<file path="src/rtl/client.sv">
// Client ingress block: buffers host operand words in a first-word-fall-through FIFO
// and re-emits them as AXI-Stream beats tagged for the adder node.
module client #(
   parameter int DATAW         = 128,
   parameter int FIFO_DEPTH    = 16,
   parameter int ADDER_NODE_ID = 0,
   parameter int DESTW         = 4,
   parameter int IDW           = 32,
   parameter int STRBW         = 8,
   parameter int KEEPW         = 8,
   parameter int USERW         = 66
) (
   input  logic             clk,
   input  logic             rst,
   input  logic [DATAW-1:0] client_tdata,
   input  logic             client_tlast,
   input  logic             client_valid,
   input  logic             axis_client_interface_tready,
   output logic             client_ready,
   output logic             axis_client_interface_tvalid,
   output logic             axis_client_interface_tlast,
   output logic [DESTW-1:0] axis_client_interface_tdest,
   output logic [IDW-1:0]   axis_client_interface_tid,
   output logic [STRBW-1:0] axis_client_interface_tstrb,
   output logic [KEEPW-1:0] axis_client_interface_tkeep,
   output logic [USERW-1:0] axis_client_interface_tuser,
   output logic [DATAW-1:0] axis_client_interface_tdata
);

   localparam int AW = $clog2(FIFO_DEPTH);
   localparam int CW = AW + 1;
   localparam int EW = DATAW + 1;
   localparam logic [CW-1:0]    DEPTH_C = CW'(FIFO_DEPTH);
   localparam logic [CW-1:0]    CNT_ONE = CW'(1);
   localparam logic [AW-1:0]    PTR_ONE = AW'(1);
   localparam logic [IDW-1:0]   TID_ONE = IDW'(1);
   localparam logic [DESTW-1:0] DEST_C  = DESTW'(ADDER_NODE_ID);

   logic [EW-1:0]  mem_r [FIFO_DEPTH];
   logic [AW-1:0]  wr_ptr_r;
   logic [AW-1:0]  rd_ptr_r;
   logic [CW-1:0]  count_r;
   logic           ready_r;
   logic           tvalid_r;
   logic [EW-1:0]  head_r;
   logic [IDW-1:0] tid_r;

   logic           push_s;
   logic           pop_s;
   logic [AW-1:0]  wr_ptr_nxt_s;
   logic [AW-1:0]  rd_ptr_nxt_s;
   logic [CW-1:0]  count_nxt_s;
   logic [EW-1:0]  head_nxt_s;

   assign push_s = client_valid & ready_r;
   assign pop_s  = tvalid_r & axis_client_interface_tready;

   // Next pointer/count state and the head entry to present after this edge.
   always_comb begin
      wr_ptr_nxt_s = wr_ptr_r;
      rd_ptr_nxt_s = rd_ptr_r;
      count_nxt_s  = count_r;
      head_nxt_s   = {EW{1'b0}};
      if (push_s) begin
         wr_ptr_nxt_s = wr_ptr_r + PTR_ONE;
      end else begin
         wr_ptr_nxt_s = wr_ptr_r;
      end
      if (pop_s) begin
         rd_ptr_nxt_s = rd_ptr_r + PTR_ONE;
      end else begin
         rd_ptr_nxt_s = rd_ptr_r;
      end
      case ({push_s, pop_s})
         2'b10:   count_nxt_s = count_r + CNT_ONE;
         2'b01:   count_nxt_s = count_r - CNT_ONE;
         default: count_nxt_s = count_r;
      endcase
      // The new head may be the word being written this very edge (empty or one-deep streaming).
      if (count_nxt_s == {CW{1'b0}}) begin
         head_nxt_s = {EW{1'b0}};
      end else if (push_s && (rd_ptr_nxt_s == wr_ptr_r)) begin
         head_nxt_s = {client_tlast, client_tdata};
      end else begin
         head_nxt_s = mem_r[rd_ptr_nxt_s];
      end
   end

   // FIFO storage; contents need no reset because the pointers define validity.
   always_ff @(posedge clk) begin
      if (push_s) begin
         mem_r[wr_ptr_r] <= {client_tlast, client_tdata};
      end
   end

   // Pointer, occupancy, registered handshake outputs and packet-ID state.
   always_ff @(posedge clk or negedge rst) begin
      if (!rst) begin
         wr_ptr_r <= {AW{1'b0}};
         rd_ptr_r <= {AW{1'b0}};
         count_r  <= {CW{1'b0}};
         ready_r  <= 1'b0;
         tvalid_r <= 1'b0;
         head_r   <= {EW{1'b0}};
         tid_r    <= {IDW{1'b0}};
      end else begin
         wr_ptr_r <= wr_ptr_nxt_s;
         rd_ptr_r <= rd_ptr_nxt_s;
         count_r  <= count_nxt_s;
         ready_r  <= (count_nxt_s < DEPTH_C);
         tvalid_r <= (count_nxt_s != {CW{1'b0}});
         head_r   <= head_nxt_s;
         if (pop_s && head_r[DATAW]) begin
            tid_r <= tid_r + TID_ONE;
         end
      end
   end

   assign client_ready                 = ready_r;
   assign axis_client_interface_tvalid = tvalid_r;
   assign axis_client_interface_tlast  = head_r[DATAW];
   assign axis_client_interface_tdata  = head_r[DATAW-1:0];
   assign axis_client_interface_tid    = tid_r;
   assign axis_client_interface_tdest  = rst ? DEST_C : {DESTW{1'b0}};
   assign axis_client_interface_tstrb  = rst ? {STRBW{1'b1}} : {STRBW{1'b0}};
   assign axis_client_interface_tkeep  = rst ? {KEEPW{1'b1}} : {KEEPW{1'b0}};
   assign axis_client_interface_tuser  = {USERW{1'b0}};

endmodule

</file>
<file path="config.mk">
export PLATFORM = sky130hd
export DESIGN_NAME = client
export DESIGN_NICKNAME = d
export VERILOG_FILES = /design/src/rtl/client.sv
export SDC_FILE = /design/constraint.sdc
export NUM_CORES = 2
export LEC_CHECK = 0
export CORE_ASPECT_RATIO = 0.5
export CORE_MARGIN = 3
export CORE_UTILIZATION = 30
export DETAILED_ROUTE_END_ITERATION = 16
export PLACE_DENSITY = 0.56
export SLEW_MARGIN = 15
export SYNTH_ARGS = -nofsm -noshare
export SYNTH_HDL_FRONTEND = slang
export SYNTH_SLANG_ARGS = --single-unit
</file>
<file path="constraint.sdc">
create_clock -name clk -period 14.9 [get_ports clk]
set_clock_uncertainty 0.05 [all_clocks]
set_input_delay 2.98 -clock clk [delete_from_list [all_inputs] [get_ports clk]]
set_output_delay 2.98 -clock clk [all_outputs]
set_load 0.02 [all_outputs]
</file>
==> impl_metrics.csv <==
group,metric,value,unit
synth,ys_seq_elements,2240,
die,vertical_die_dimension,400,µm
clocking,postCtsHoldBufs,0,
placed_design,pre_cts_ws,6.13,ns
synth,count_of_unique_library_cells_instantiated_by_yosys,62,
run,maxCapViolCount,0,
die,die_area,317000,µm²
clocking,root_buffer,"sky130_fd_sc_hd__clkbuf_16",
grt,grt_start_max_net_pins,133,
clocking,cts_max_level,4,
pwr,report.power.total,21.9,mW
synth,async_reset_ff_frac,0.0786,
sta,finalSetupViolations,0,
synth,synth_top_area_cell,"sky130_fd_sc_hd__edfxtp_1",
grt,track_usage,0.163,
placed_design,globalplace.congestion,0.742,
routing,via_count,54394,
critical_path,crit_path_start_kind,"primary input",
synth,yosysWarnings,0,
synth,synth_sequential_area_ratio,0.713,
clocking,tritoncts,"done",
synth,synthFlopType,"sky130_fd_sc_hd__edfxtp_1",
layout,finish.net_count,6008,
synth,synth-edff-count,2064,
grt,antenna_found_initial,45,
sta,max_freq,0.126,GHz
critical_path,critical_path_required,15.60,ns
sta,worst_hold_slack,0.426,ns
sta,post-route-period-util,0.532,
layout,flow.area_growth_from_synthesis,15.6,%
die,start_util,0.304,
clocking,cts_post_setup_buffers_inserted,0,
synth,netlist_top_cells_area,"sky130_fd_sc_hd__edfxtp_1 (67%), sky130_fd_sc_hd__mux4_2 (9.3%), sky130_fd_sc_hd__dfrtp_1 (4.7%), sky130_fd_sc_hd__nand2_1 (3.2%), sky130_fd_sc_hd__mux2i_1 (2.8%)",
sta,tightestPinTransition,1.18,ns
placed_design,io_buffers,311,
routing,drc,0,
synth,synth_cells,5685,
synth,post-synth-top-count-cell,"sky130_fd_sc_hd__edfxtp_1",
routing,drtPass1Iterations,6,
clocking,clock_insertion_delay_worst_skew,0.83,ns
hold_path,hold_path.class,"reg -> reg",
routing,wl,267,mm
pwr,power_leakage,34.7,nW
routing,route.antenna.remaining_nets,0,
sta,final-max-slew-violation-count,0,
sta,slew_headroom,0.211,
critical_path,worst_setup_path_end_kind,"flop",
die,die-width,794,µm
grt,grt_overflow,0,
die,ioPinCount,382,
routing,routed_via_density,5.32,
synth,post_synth_instance_area,93100,µm²
clocking,numCtsBuffers,219,
clocking,clkSlewWorstSetupHoldPaths,0.06,ns
clocking,clock_path_buffers,3,
die,row_count,143,
synth,synth_commonest_cells,"sky130_fd_sc_hd__edfxtp_1 (2,064), sky130_fd_sc_hd__nand2_1 (799), sky130_fd_sc_hd__a21oi_1 (396)",
pwr,powerDensity,203,nW/µm²
sta,tns,0,ns
routing,drt-wirelength-per-cell,26.1,µm
sta,final_critical_path_setup_slack,6.97,ns
sta,hold_violation_count_in_the_final_report,0,
sta,grt_setup_unrepaired,"false",
clocking,post_cts_resize_count,0,
run_status,run_status,"completed",
critical_path,worst-path-max-fanout,78,
synth,post-synth-top-area-fraction,0.666,
die,fp.coreArea,306000,µm²
grt,grt_pass1_wl,384,mm
placed_design,placed_instance_area,100000,µm²
synth,post_synth.cell_area_avg,16.4,µm²
layout,layout.cell_area.non_filler,108000,µm²
pwr,peakVddDrop,0.198,mV
layout,final_core_utilization,0.351,
placed_design,post-dp-hpwl,133,mm
critical_path,timing.reg2reg.worst_path_depth,10,
critical_path,path_class,"in -> reg",
routing,iter_0_drt_violations,5702,
placed_design,placed_cells,9777,
layout,final_cell_count_no_fill,10215,
layout,final_layout_size_suffix_gt1_frac,0.140,
critical_path,critical_path_arrival,8.63,ns
clocking,clock_sinks,2240,
hold_path,hold-path-cell-count,1,
sta,layout_min_cycle_time,7.93,ns
grt,grt_pass1_vias,53885,
==> cell usage in the layout, fill, tap and decap left out, types with 63 or more instances in the layout <==
| cell type | count |
|---|---|
| sky130_fd_sc_hd__buf_4 | 91 |
| sky130_fd_sc_hd__a32o_1 | 128 |
| sky130_fd_sc_hd__mux4_2 | 384 |
| sky130_fd_sc_hd__o22ai_1 | 63 |
| sky130_fd_sc_hd__and3_1 | 69 |
| sky130_fd_sc_hd__a21oi_1 | 396 |
| sky130_fd_sc_hd__clkbuf_16 | 222 |
| sky130_fd_sc_hd__conb_1 | 70 |
| sky130_fd_sc_hd__mux2i_1 | 261 |
| sky130_fd_sc_hd__dfrtp_1 | 174 |
| sky130_fd_sc_hd__a31oi_1 | 63 |
| sky130_fd_sc_hd__nand3_1 | 278 |
| sky130_fd_sc_hd__clkdlybuf4s50_1 | 310 |
| sky130_fd_sc_hd__a221o_1 | 129 |
| sky130_fd_sc_hd__edfxtp_1 | 2064 |
| sky130_fd_sc_hd__a211oi_1 | 63 |
| sky130_fd_sc_hd__o311ai_1 | 67 |
| sky130_fd_sc_hd__nand2_1 | 798 |
==> cell families (layout without fill, tap and decap cells) <==
logic type	Yosys count	in the layout	share of synthesized area
buffers and inverters	539	847	0.0282
xor gates and xnor gates	45	45	0.00446
AOI/OAI and AO/OA	991	991	0.0757
other	1	91	0.0000403
muxes	646	646	0.121
and+or+nand+nor	1214	1214	0.0559
DFF	2240	2240	0.713
adders and majority gates	9	9	0.00121
==> path summary, 6_finish.rpt <==
path                                               start                            end  slack (ns)
hold / removal             axis_client_interface_tid[31]  axis_client_interface_tid[31]        0.43
max in group asynchronous                            rst                    head_r[115]       11.04
hold reg to reg            axis_client_interface_tid[31]  axis_client_interface_tid[31]        0.43
setup / recovery            axis_client_interface_tready                     head_r[74]        6.97
setup reg to reg                             rd_ptr_r[0]                     head_r[60]        8.73
min in group asynchronous                            rst                     head_r[28]        1.92
==> area by class of cell <==
type / count / area (µm²)
fillers: 28658 / 199000
flip-flops and latches: 2240 / 66400
multi-input cells: 2975 / 24500
clock buffers: 288 / 5960
well taps: 4132 / 5170
repair buffers: 414 / 4040
clock inverters: 129 / 1350
inverters: 16 / 105
diodes: 21 / 52.6
==> critical path, cell delays in order <==
cell,delay (ns)
sky130_fd_sc_hd__clkdlybuf4s50_1,0.76
sky130_fd_sc_hd__nand2_4,0.44
sky130_fd_sc_hd__inv_8,0.55
sky130_fd_sc_hd__ha_1,0.42
sky130_fd_sc_hd__xor2_1,0.18
sky130_fd_sc_hd__ha_1,0.20
sky130_fd_sc_hd__or3b_1,0.36
sky130_fd_sc_hd__a32oi_2,0.26
sky130_fd_sc_hd__xor2_2,0.12
sky130_fd_sc_hd__o2111ai_2,0.12
sky130_fd_sc_hd__and2_4,0.93
sky130_fd_sc_hd__buf_4,0.91
sky130_fd_sc_hd__a32o_1,0.28
==> metal layers <==
| metal | GRT usage | vias up | routed length [µm] |
|---|---|---|---|
| met5 | 0 | - | 12 |
| li1 | - | 23001 | - |
| met4 | 0.0577 | 2 | 8590 |
| met2 | 0.280 | 2096 | 133000 |
| met1 | 0.213 | 28805 | 110000 |
| met3 | 0.0215 | 490 | 15700 |
==> report_power, final <==
| part | internal, mW | switching (mW) |
|---|---|---|
| Combinational | 3.36 | 4.96 |
| Sequential | 7.50 | 0.403 |
| Clock | 3.25 | 2.38 |
| Total | 14.1 | 7.75 |
==> sequential cells by signal, summed over array words and instances, names as in the netlist <==
name / cells
mem_r: 2064
head_r: 129
axis_client_interface_tid: 32
count_r: 5
rd_ptr_r: 4
wr_ptr_r: 4
axis_client_interface_tvalid: 1
client_ready: 1
Note: power is estimated with default switching activity, not from simulation.
